### config.mk
export PLATFORM = sky130hd
export DESIGN_NAME = auto_player
export DESIGN_NICKNAME = d
export VERILOG_FILES = /design/src/rtl/auto_player_pkg.sv /design/src/rtl/auto_player_timer.sv /design/src/rtl/auto_player.sv
export SDC_FILE = /design/constraint.sdc
export NUM_CORES = 1
export LEC_CHECK = 0
export CAP_MARGIN = 0
export CORE_MARGIN = 10
export CORE_UTILIZATION = 52
export CTS_BUF_LIST = sky130_fd_sc_hd__clkbuf_8
export CTS_CLUSTER_DIAMETER = 50
export DETAILED_ROUTE_END_ITERATION = 10
export GPL_ROUTABILITY_DRIVEN = 0
export PLACE_DENSITY = 0.77
export SLEW_MARGIN = 20
export SYNTH_ARGS = -nofsm -noshare
export SYNTH_HDL_FRONTEND = slang
export SYNTH_HIERARCHICAL = 1
export SYNTH_SLANG_ARGS = --single-unit
### constraint.sdc
create_clock -name clock -period 2.28 [get_ports clock]
set_input_delay 0.342 -clock clock [delete_from_list [all_inputs] [get_ports clock]]
set_output_delay 0.342 -clock clock [all_outputs]
set_load 0.02 [all_outputs]
### src/rtl/auto_player_pkg.sv
// auto_player shared types: FSM states, button select, parameter defaults.
// Optional restart loop is enabled by defining AUTO_PLAYER_RESTART_EN.
package auto_player_pkg;

  typedef enum logic [2:0] {
    IDLE,
    START,
    WAIT,
    REACT,
    PRESS,
    OVER
  } state_e;

  typedef enum logic [1:0] {
    BTN_NONE,
    BTN_A,
    BTN_B
  } btn_e;

  localparam int DEF_REACT_CYCLES   = 8;
  localparam int DEF_PRESS_CYCLES   = 4;
  localparam int DEF_RESTART_CYCLES = 16;
  localparam int DEF_CNT_W          = 8;
  localparam int PRESSES_W          = 8;

endpackage

### src/rtl/auto_player_timer.sv
// Shared down-counter: load a value, done when it reaches zero.
// One timer serves the start, react, press and restart durations.
module auto_player_timer
  import auto_player_pkg::*;
#(
  parameter int CNT_W = DEF_CNT_W
) (
  input  logic             clk,
  input  logic             rst,
  input  logic             load,
  input  logic [CNT_W-1:0] load_val,
  output logic             done
);

  logic [CNT_W-1:0] cnt_q;
  logic [CNT_W-1:0] cnt_d;

  always_comb begin
    cnt_d = cnt_q;
    if (load) begin
      cnt_d = load_val;
    end else if (cnt_q != '0) begin
      cnt_d = cnt_q - 1'b1;
    end
  end

  always_ff @(posedge clk or posedge rst) begin
    if (rst) begin
      cnt_q <= '0;
    end else begin
      cnt_q <= cnt_d;
    end
  end

  assign done = (cnt_q == '0);

endmodule

### src/rtl/auto_player.sv
// Self-play driver for the LED reaction game (demo mode).
// Define AUTO_PLAYER_RESTART_EN to loop back to START after game-over.
module auto_player
  import auto_player_pkg::*;
#(
  parameter int REACT_CYCLES   = DEF_REACT_CYCLES,
  parameter int PRESS_CYCLES   = DEF_PRESS_CYCLES,
  parameter int RESTART_CYCLES = DEF_RESTART_CYCLES,
  parameter int CNT_W          = DEF_CNT_W
) (
  input  logic       clock,
  input  logic       Reset,
  input  logic       Enable,
  input  logic       LedVerde,
  input  logic       LedRED,
  input  logic       LedFin,
  output logic       Start,
  output logic       BotonA,
  output logic       BotonB,
  output logic [7:0] Presses
);

  // Timer counts load_val..0, so a duration of D loads D-1.
  localparam logic [CNT_W-1:0] REACT_LD   = CNT_W'(REACT_CYCLES - 1);
  localparam logic [CNT_W-1:0] PRESS_LD   = CNT_W'(PRESS_CYCLES - 1);
  localparam logic [CNT_W-1:0] RESTART_LD = CNT_W'(RESTART_CYCLES - 1);

  state_e state_q, state_d;
  btn_e   sel_q, sel_d;

  logic en_q;
  logic v_q, r_q, f_q;
  logic vd_q, rd_q;

  logic start_q, start_d;
  logic btn_a_q, btn_a_d;
  logic btn_b_q, btn_b_d;

  logic [PRESSES_W-1:0] presses_q, presses_d;

  logic             tmr_load;
  logic [CNT_W-1:0] tmr_val;
  logic             tmr_done;

  logic prompt_v;
  logic prompt_r;

  assign prompt_v = v_q & ~vd_q;
  assign prompt_r = r_q & ~rd_q;

  auto_player_timer #(
    .CNT_W(CNT_W)
  ) u_timer (
    .clk     (clock),
    .rst     (Reset),
    .load    (tmr_load),
    .load_val(tmr_val),
    .done    (tmr_done)
  );

  always_comb begin
    state_d   = state_q;
    sel_d     = sel_q;
    presses_d = presses_q;
    tmr_load  = 1'b0;
    tmr_val   = '0;

    if (!en_q) begin
      state_d = IDLE;
      sel_d   = BTN_NONE;
    end else begin
      unique case (state_q)
        IDLE: begin
          state_d  = START;
          tmr_load = 1'b1;
          tmr_val  = PRESS_LD;
        end
        START: begin
          if (tmr_done) begin
            state_d = WAIT;
          end
        end
        WAIT: begin
          if (f_q) begin
            state_d  = OVER;
            tmr_load = 1'b1;
            tmr_val  = RESTART_LD;
          end else if (prompt_v ^ prompt_r) begin
            state_d  = REACT;
            sel_d    = prompt_v ? BTN_A : BTN_B;
            tmr_load = 1'b1;
            tmr_val  = REACT_LD;
          end
        end
        REACT: begin
          if (f_q) begin
            state_d  = OVER;
            sel_d    = BTN_NONE;
            tmr_load = 1'b1;
            tmr_val  = RESTART_LD;
          end else if (tmr_done) begin
            state_d  = PRESS;
            tmr_load = 1'b1;
            tmr_val  = PRESS_LD;
          end
        end
        PRESS: begin
          if (f_q) begin
            state_d  = OVER;
            sel_d    = BTN_NONE;
            tmr_load = 1'b1;
            tmr_val  = RESTART_LD;
          end else if (tmr_done) begin
            state_d = WAIT;
            sel_d   = BTN_NONE;
            if (presses_q != '1) begin
              presses_d = presses_q + 1'b1;
            end
          end
        end
        OVER: begin
`ifdef AUTO_PLAYER_RESTART_EN
          if (tmr_done) begin
            state_d  = START;
            tmr_load = 1'b1;
            tmr_val  = PRESS_LD;
          end
`else
          state_d = OVER;
`endif
        end
        default: begin
          state_d = IDLE;
          sel_d   = BTN_NONE;
        end
      endcase
    end

    // Outputs follow the next state so they line up with it.
    start_d = (state_d == START);
    btn_a_d = (state_d == PRESS) && (sel_d == BTN_A);
    btn_b_d = (state_d == PRESS) && (sel_d == BTN_B);
  end

  always_ff @(posedge clock or posedge Reset) begin
    if (Reset) begin
      state_q   <= IDLE;
      sel_q     <= BTN_NONE;
      en_q      <= 1'b0;
      v_q       <= 1'b0;
      r_q       <= 1'b0;
      f_q       <= 1'b0;
      vd_q      <= 1'b0;
      rd_q      <= 1'b0;
      start_q   <= 1'b0;
      btn_a_q   <= 1'b0;
      btn_b_q   <= 1'b0;
      presses_q <= '0;
    end else begin
      state_q   <= state_d;
      sel_q     <= sel_d;
      en_q      <= Enable;
      v_q       <= LedVerde;
      r_q       <= LedRED;
      f_q       <= LedFin;
      vd_q      <= v_q;
      rd_q      <= r_q;
      start_q   <= start_d;
      btn_a_q   <= btn_a_d;
      btn_b_q   <= btn_b_d;
      presses_q <= presses_d;
    end
  end

  assign Start   = start_q;
  assign BotonA  = btn_a_q;
  assign BotonB  = btn_b_q;
  assign Presses = presses_q;

endmodule

==> flow_metrics.py, run 1 <==
metrics = {
    "layout": {
        "n_fill_cell": 211,
        "seqCellArea_um2": 751,
        "drive_gt1_frac": 0.209,
        "post-route-cell-area_um2": 2010,
        "nets": 203,
        "synthToLayoutAreaGrowth_pct": 27.8,
        "num_antenna_cells": 0,
        "multi_input_area_um2": 795,
    },
    "timing": {
        "rsz0062_at_grt": "true",
        "fin_crit_sh": 1.01,
        "finalSetupViolCount": 1,
        "maxSlewViolCount": 0,
        "hold_slack_ns": 0.341,
        "fmax_mhz": 435,
        "layout_min_cycle_time_ns": 2.30,
        "hold_viol_final": 0,
        "tightest_slew_ns": 0.628,
        "slew_headroom": 0.576,
        "fin_skew_ns": 0.00567,
        "fin_setup_tns_ns": -0.0164,
        "setup_ws_ns": -0.0164,
    },
    "synth": {
        "synth_simple_gate_area_share": 0.207,
        "netlist_area_um2": 1570,
        "async_reset_ff_frac": 1.00,
        "synthAdderAreaFrac": 0.0159,
        "seq_area_frac_synth": 0.477,
        "synth-seq-cells": 30,
        "synthMuxAreaShare": 0.0135,
        "yosysTopAreaCell": "dfrtp_1",
        "synth-compound-area-share": 0.172,
        "ys_types": 53,
        "synthCells": 157,
        "synth_top_family_by_area": "simple AND/OR/NAND/NOR gates",
        "synthTopCellsByCount": "30 x dfrtp_1, 9 x inv_1, 9 x nand2_1, 8 x nor2_1, 7 x xnor2_1",
        "ys_warn_count": 6,
        "yosysMostFrequentCell": "dfrtp_1",
        "synthXorXnorAreaFrac": 0.0668,
        "synthTopCellsByArea": "dfrtp_1 48%, xnor2_1 3.9%, xor2_1 2.8%",
        "synth-edff-count": 0,
        "synth_ff_type": "dfrtp_1",
        "yosysTopAreaCellShare": 0.477,
        "syn_area_per_cell_um2": 10.0,
    },
    "worst_setup_path": {
        "critPathArrivalTime_ns": 2.46,
        "path_class": "reg2reg",
        "worst_path_max_delay_cell": "or4b_4",
        "r2r_end": "Presses[4]",
        "r2r_cells": 9,
        "worstSetupStartpointType": "flop",
        "r2r_setup_slack_ns": -0.02,
        "reg2reg_from": "u_timer/cnt_q[1]",
        "required_ns": 2.44,
        "path_max_fanout": 6,
        "cp-end-kind": "flop",
        "crit_chain": "inv_2 -> ha_4 -> or4b_4 -> nor2_4 -> and4bb_1 -> o2111a_2 -> and2_4 -> nand3_2 -> xnor2_1",
        "critPathMaxStageDelay_ns": 0.48,
    },
    "placed_design": {
        "numPortBuffers": 16,
        "post_dp_cell_area_um2": 1840,
        "hpwl_um": 2410,
    },
    "drt": {
        "routed_via_density": 5.71,
        "highest_layer": "met4",
        "drt_iter0_markers": 126,
        "wl_met2_um": 1590,
        "vias": 1297,
        "antenna_left": 0,
        "wl_met3_um": 232,
        "drc": 0,
        "drt-met1-wl_um": 1510,
        "totalWireLength_um": 3410,
        "wire_per_inst_um": 15.0,
        "drt_pass1_iterations": 4,
    },
    "pwr": {
        "power_leakage_nw": 0.929,
        "power_density_nw_per_um2": 806,
        "total_power_mw": 1.62,
        "peakVddDrop_mv": 0.475,
    },
    "clock_tree": {
        "clockBufferDepth": 2,
        "tritoncts": "done",
        "clock_sinks": 30,
        "clkLatencyLatePin_ns": 0.28,
        "numCtsBuffers": 5,
        "cts_max_level": 2,
        "root_buffer": "clkbuf_8",
        "clkTransAtPathRegs_ns": 0.06,
    },
    "floorplanning": {
        "chipHeight_um": 75.0,
        "ios": 17,
        "core_area_um2": 2830,
        "initial_core_util": 0.556,
        "die_area_um2": 5630,
        "die_w_um": 75.0,
        "num_rows": 19,
    },
    "run_status": {
        "violations": "negative setup slack",
        "outcome": "finished, violations left",
    },
    "grt": {
        "antenna_found_initial": 0,
        "grt_pass1_vias": 1285,
        "grt_pass1_wl_um": 5700,
        "grt_max_degree": 23,
        "grt.total_usage": 0.129,
        "grt_overflow_total": 0,
    },
    "flow_run": {
        "cap_violations": 0,
    },
    "min_path": {
        "min-delay-path-class": "in2async",
    },
}
[state kept, by name, indices dropped and copies added, names as in the netlist]
register       count
BotonA             1
BotonB             1
Presses            8
Start              1
en_q               1
f_q                1
r_q                1
rd_q               1
sel_q              2
state_q            3
u_timer/cnt_q      8
v_q                1
vd_q               1
[critical path, delay by kind of cell (launching register included)]
kind	cells	cell delay, ns
adder cells (fa/ha/maj)	1	0.14
AND/OR/NAND/NOR	5	1.14
flip-flops	1	0.39
AO/OA/AOI/OAI	1	0.28
XOR/XNOR	1	0.14
buffers and inverters	1	0.08
[metrics by stage]
stage / setup slack [ns] / std cells / utilization
global placement: 0.0174 / 211 / 0.649
floorplan: -0.0495 / 160 / -
finish: -0.0164 / 227 / 0.711
detailed placement: -0.0938 / 211 / 0.649
CTS: 0.0130 / 219 / 0.686
global route: -0.0825 / 227 / 0.711
[cell usage in the layout, fill, tap and decap left out, types with 4 or more instances in the layout]
| cell type | netlist | routed |
|---|---|---|
| nor2b_1 | 5 | 5 |
| inv_1 | 9 | 8 |
| nor2_1 | 8 | 8 |
| xnor2_1 | 7 | 7 |
| nand2_1 | 9 | 9 |
| nor3_1 | 6 | 6 |
| clkbuf_8 | 0 | 6 |
| xor2_1 | 5 | 5 |
| a21oi_1 | 5 | 5 |
| clkdlybuf4s50_1 | 0 | 16 |
| a31oi_1 | 5 | 5 |
| conb_1 | 1 | 4 |
| buf_4 | 0 | 19 |
| o21ai_0 | 6 | 5 |
| dfrtp_1 | 30 | 30 |
| and3_1 | 6 | 6 |
[layout make-up]
class / count / area share
Timing Repair Buffer: 35 / 0.150
Tap cell: 31 / 0.0193
Clock buffer: 6 / 0.0410
Sequential cell: 30 / 0.373
Clock inverter: 2 / 0.00435
Inverter: 9 / 0.0168
Multi-Input combinational cell: 114 / 0.395
[worst max-delay path by stage]
| stage | slack, ns | cells past startpoint | end | startpoint |
|---|---|---|---|---|
| 6_report | -0.02 | 9 | Presses[4] | u_timer/cnt_q[1] |
| 5_1_grt | -0.08 | 9 | Presses[4] | u_timer/cnt_q[1] |
| 4_1_cts | 0.01 | 9 | Presses[4] | u_timer/cnt_q[0] |
| 3_5_place_dp | -0.09 | 10 | BotonA | u_timer/cnt_q[1] |
| 3_3_place_gp | 0.02 | 10 | BotonA | u_timer/cnt_q[1] |
| 2_1_floorplan | -0.05 | 10 | Presses[4] | u_timer/cnt_q[0] |
[cell families (layout without fill, tap and decap cells)]
group / after synthesis / after routing
flip-flops: 30 / 30
AO/OA/AOI/OAI: 38 / 38
buffers and inverters: 16 / 52
multiplexers: 2 / 2
AND/OR/NAND/NOR: 56 / 56
adder cells (fa/ha/maj): 2 / 2
XOR/XNOR: 12 / 12
other: 1 / 4
[where the power goes]
part,internal [mW],switching [mW]
logic,0.268,0.240
clock network,0.238,0.188
registers,0.605,0.0825
total,1.11,0.510
[what timing repair did]
action | CTS | global route
hold endpoints to repair | 0 | 0
setup buffers | 0 | 8
setup endpoints to repair | 6 | 9
hold buffers | 0 | 0
pin swaps | 1 | 8
gates resized for setup | 4 | 3
[metal layers]
layer | global-route usage | vias up
met2 | 0.205 | 48
li1 | - | 633
met4 | 0.0441 | 0
met3 | 0.0552 | 9
met1 | 0.155 | 607
met5 | 0 | -
Note: power is estimated with default switching activity, not from simulation.
==> run 2, diff against run 1 <==
Settings changed: SKIP_CTS_REPAIR_TIMING set to 1.
==> run 2 against run 1 <==
  * The run still ends with negative setup slack left
  * Flip-flop and latch count unchanged
  * Routed wire length down 0.15%
  * Largest cell class unchanged
  * Register-to-register slack about the same
  * Highest routed layer unchanged
  * Sequential share of layout area unchanged
  * Largest power group unchanged
  * Hold slack better by 0.0014 ns
==> flow_metrics.py, run 2 (same netlist as run 1, synthesis figures left out) <==
metrics = {
    "timing": {
        "fin_crit_sh": 1.01,
        "finalSetupViolCount": 1,
        "fmax_mhz": 434,
        "layout_min_cycle_time_ns": 2.30,
        "hold_viol_final": 0,
        "fin_setup_tns_ns": -0.0229,
        "fin_skew_ns": 0.00520,
        "maxSlewViolCount": 0,
        "setup_ws_ns": -0.0229,
        "hold_slack_ns": 0.343,
        "rsz0062_at_grt": "true",
        "tightest_slew_ns": 0.617,
        "slew_headroom": 0.583,
    },
    "worst_setup_path": {
        "r2r_end": "Presses[4]",
        "r2r_cells": 9,
        "path_max_fanout": 6,
        "required_ns": 2.44,
        "reg2reg_from": "u_timer/cnt_q[0]",
        "worst_path_max_delay_cell": "or4b_4",
        "cp-end-kind": "flop",
        "critPathMaxStageDelay_ns": 0.48,
        "crit_chain": "inv_2 -> ha_4 -> or4b_4 -> nor2_4 -> and4bb_1 -> o2111a_2 -> and2_4 -> nand3_2 -> xnor2_1",
        "r2r_setup_slack_ns": -0.02,
        "worstSetupStartpointType": "flop",
        "critPathArrivalTime_ns": 2.46,
        "path_class": "reg2reg",
    },
    "pwr": {
        "power_leakage_nw": 0.929,
        "switching_share": 0.314,
        "clkPwrFrac": 0.263,
        "combPwrFrac": 0.313,
        "p_switching_mw": 0.509,
        "intPower_mw": 1.11,
        "peakVddDrop_mv": 0.473,
        "power_density_nw_per_um2": 805,
        "total_power_mw": 1.62,
        "seq_power_share": 0.424,
    },
    "drt": {
        "wire_per_inst_um": 15.0,
        "vias": 1297,
        "totalWireLength_um": 3410,
        "routed_via_density": 5.71,
        "antenna_left": 0,
        "drc": 0,
        "drt_pass1_iterations": 4,
        "drt_iter0_markers": 119,
    },
    "run_status": {
        "outcome": "finished, violations left",
        "violations": "negative setup slack",
    },
    "placed_design": {
        "post_dp_cell_area_um2": 1840,
        "numPortBuffers": 16,
        "pre_cts_slack_ns": -0.0938,
        "hpwl_um": 2410,
        "dp_cells": 211,
    },
    "floorplanning": {
        "ios": 17,
        "core_area_um2": 2830,
        "initial_core_util": 0.556,
        "die_w_um": 75.0,
        "chipHeight_um": 75.0,
        "die_area_um2": 5630,
        "num_rows": 19,
    },
    "clock_tree": {
        "numCtsBuffers": 5,
        "root_buffer": "clkbuf_8",
        "cts_max_level": 2,
        "clock_sinks": 30,
        "clockBufferDepth": 2,
        "tritoncts": "done",
        "clkTransAtPathRegs_ns": 0.06,
        "clkLatencyLatePin_ns": 0.28,
    },
    "grt": {
        "grt_max_degree": 23,
        "antenna_found_initial": 0,
        "grt_overflow_total": 0,
        "grt_pass1_wl_um": 5700,
        "grt_pass1_vias": 1293,
        "grt.total_usage": 0.129,
    },
    "layout": {
        "drive_gt1_frac": 0.209,
        "final_cell_mix": "30 x dfrtp_1, 19 x buf_4, 16 x clkdlybuf4s50_1",
        "nets": 203,
        "synthToLayoutAreaGrowth_pct": 27.8,
        "finalNonFillerCells": 227,
        "post-route-cell-area_um2": 2010,
        "final_util": 0.711,
        "layout_commonest_cell": "dfrtp_1",
        "num_antenna_cells": 0,
    },
    "min_path": {
        "min-delay-path-class": "in2async",
    },
    "flow_run": {
        "cap_violations": 0,
    },
}
==> run 2: cell counts in the layout (fill, tap and decap cells not counted) <==
Identical to the previous run, type by type.
==> run 2: final cells by class <==
cell class	count	area [um2]
Fill cell	211	817
Timing Repair Buffer	35	303
Clock buffer	6	82.6
Tap cell	31	38.8
Clock inverter	2	8.76
Sequential cell	30	751
Multi-Input combinational cell	114	795
Inverter	9	33.8
==> run 2: worst max path at each step <==
stage                           from    endpoint  slack (ns)  cells after the start
finish              u_timer/cnt_q[0]  Presses[4]       -0.02                      9
global route        u_timer/cnt_q[0]  Presses[4]       -0.09                      9
CTS                 u_timer/cnt_q[1]  Presses[4]       -0.09                      9
detailed placement  u_timer/cnt_q[1]      BotonA       -0.09                     10
global placement    u_timer/cnt_q[1]      BotonA        0.02                     10
floorplan           u_timer/cnt_q[0]  Presses[4]       -0.05                     10
==> run 2: power by group through the flow <==
stage / Clock (mW) / Combinational [mW] / Sequential, mW
2_1_floorplan: 0 / 0.308 / 0.674
3_3_place_gp: 0 / 0.406 / 0.685
3_5_place_dp: 0 / 0.419 / 0.690
4_1_cts: 0.438 / 0.423 / 0.683
5_1_grt: 0.465 / 0.555 / 0.701
6_report: 0.426 / 0.506 / 0.687
==> run 2: critical path: cells and delay by family (launching register included) <==
kind	cells	cell delay, ns
DFF	1	0.39
adders and majority gates	1	0.14
AOI/OAI and AO/OA	1	0.28
and+or+nand+nor	5	1.14
buffers and inverters	1	0.09
xor gates and xnor gates	1	0.14
==> run 2: per-layer routing <==
layer | wire length [um] | GRT usage
met5 | 0 | 0
met4 | 90 | 0.0504
met3 | 268 | 0.0552
met2 | 1560 | 0.202
met1 | 1490 | 0.155
==> run 3, diff against run 2 <==
Settings changed: CORE_UTILIZATION 52 to 58, PLACE_DENSITY 0.77 to 0.82.
Clock period 2.28 ns to 2.46 ns, I/O delays scaled along.
==> run 3 against run 2 <==
  * The run now ends clean
  * Register-to-register slack better by 0.15 ns
  * Sequential power is 8.0% lower
  * Hold slack better by 0.026 ns
  * Global-route usage is 0.11 points lower
  * Non-clock buffer count is 12 lower
  * Via count is 1.1% lower
  * Critical endpoint unchanged
  * Largest cell class unchanged
==> flow_metrics.py, run 3 (same netlist as run 1, synthesis figures left out) <==
metrics = {
    "clock_tree": {
        "clockBufferDepth": 2,
        "tritoncts": "done",
        "numCtsBuffers": 5,
        "clock_sinks": 30,
        "cts_max_level": 2,
        "clkLatencyLatePin_ns": 0.27,
        "root_buffer": "clkbuf_8",
        "clkTransAtPathRegs_ns": 0.06,
    },
    "layout": {
        "layout_commonest_cell": "dfrtp_1",
        "final_cell_mix": "30 x dfrtp_1, 16 x clkdlybuf4s50_1, 11 x inv_1",
        "nets": 191,
        "num_antenna_cells": 0,
        "finalNonFillerCells": 213,
        "drive_gt1_frac": 0.126,
        "synthToLayoutAreaGrowth_pct": 20.0,
    },
    "timing": {
        "finalSetupViolCount": 0,
        "fin_skew_ns": 0.00473,
        "layout_min_cycle_time_ns": 2.34,
        "hold_viol_final": 0,
        "slew_headroom": 0.466,
        "tightest_slew_ns": 0.800,
        "fmax_mhz": 428,
        "maxSlewViolCount": 0,
        "fin_setup_tns_ns": 0,
        "fin_crit_sh": 0.950,
    },
    "drt": {
        "vias": 1283,
        "drc": 0,
        "drt_pass1_iterations": 4,
        "wire_per_inst_um": 15.5,
        "routed_via_density": 6.02,
        "antenna_left": 0,
        "totalWireLength_um": 3310,
        "drt_iter0_markers": 136,
    },
    "pwr": {
        "power_density_nw_per_um2": 722,
        "clkPwrFrac": 0.254,
        "intPower_mw": 0.930,
        "switching_share": 0.317,
        "p_switching_mw": 0.432,
        "power_leakage_nw": 0.864,
        "combPwrFrac": 0.283,
        "seq_power_share": 0.464,
        "total_power_mw": 1.36,
        "peakVddDrop_mv": 0.599,
    },
    "grt": {
        "grt_max_degree": 23,
        "grt_pass1_vias": 1185,
        "antenna_found_initial": 0,
        "grt_overflow_total": 0,
        "grt.total_usage": 0.128,
        "grt_pass1_wl_um": 5480,
    },
    "worst_setup_path": {
        "worstSetupStartpointType": "flop",
        "critPathArrivalTime_ns": 2.50,
        "cp-end-kind": "flop",
        "path_max_fanout": 6,
        "required_ns": 2.62,
        "path_class": "reg2reg",
    },
    "flow_run": {
        "cap_violations": 0,
    },
    "floorplanning": {
        "initial_core_util": 0.624,
        "die_w_um": 72.1,
        "chipHeight_um": 72.1,
        "num_rows": 18,
        "ios": 17,
        "core_area_um2": 2520,
        "die_area_um2": 5200,
    },
    "min_path": {
        "min-delay-path-class": "in2async",
    },
    "placed_design": {
        "hpwl_um": 2410,
        "dp_cells": 205,
        "numPortBuffers": 16,
    },
    "run_status": {
        "outcome": "complete, no violations",
    },
}
-- run 3: layout make-up --
class,count,area (um2)
clock buffer,5,68.8
clock inverter,2,7.51
fill,190,634
inverter,9,33.8
multi-input combinational,114,777
sequential,30,751
tap,30,37.5
timing repair buffer,23,213
-- run 3: power groups by stage --
| stage | Sequential, mW | Combinational, mW | Clock (mW) |
|---|---|---|---|
| final | 0.632 | 0.385 | 0.345 |
| after global routing | 0.643 | 0.425 | 0.368 |
| after CTS | 0.628 | 0.375 | 0.353 |
| after global placement | 0.632 | 0.352 | 0 |
| after floorplan | 0.624 | 0.275 | 0 |
| after detailed placement | 0.637 | 0.373 | 0 |
-- run 3: through the flow --
| step | hold slack (ns) | utilization | cell area [um2] | worst slack (ns) |
|---|---|---|---|---|
| 6_report | 0.369 | 0.749 | 1890 | 0.123 |
| 5_1_grt | 0.398 | 0.749 | 1890 | -0.0185 |
| 4_1_cts | 0.370 | 0.740 | 1870 | 0.0388 |
| 3_5_place_dp | 0.359 | 0.709 | 1790 | 0.0608 |
| 3_3_place_gp | 0.358 | 0.709 | 1790 | 0.147 |
| 2_1_floorplan | 0.185 | - | 1590 | 0.0323 |
-- run 3: layer usage --
| layer | part of all wire | wire length [um] | up-vias | track usage |
|---|---|---|---|---|
| li1 | - | - | 610 | - |
| met4 | 0.013 | 42 | 0 | 0.0516 |
| met5 | 0 | 0 | - | 0 |
| met3 | 0.041 | 136 | 7 | 0.0313 |
| met2 | 0.54 | 1790 | 43 | 0.224 |
| met1 | 0.40 | 1340 | 623 | 0.146 |
-- run 3: final timing paths --
path / startpoint / endpoint / slack (ns) / cells after the start
max in group asynchronous: Reset / sel_q[0] / 1.38 / 2
worst min register to register: v_q / vd_q / 0.38 / 0
worst min-delay path: Reset / u_timer/cnt_q[5] / 0.37 / 2
worst max register to register: u_timer/cnt_q[0] / Presses[4] / 0.12 / 9
worst max-delay path: u_timer/cnt_q[0] / Presses[4] / 0.12 / 9
min in group clock: v_q / vd_q / 0.38 / 0
-- run 3: worst max-delay path, cell delays in order, from the launching register on --
cell and delay, ns:
dfrtp_1 0.41, inv_1 0.10, ha_1 0.17, or4b_4 0.49, nor2_4 0.15, and4bb_1 0.25, o2111a_2 0.27, and2_4 0.18
nand3_2 0.07, xnor2_1 0.13
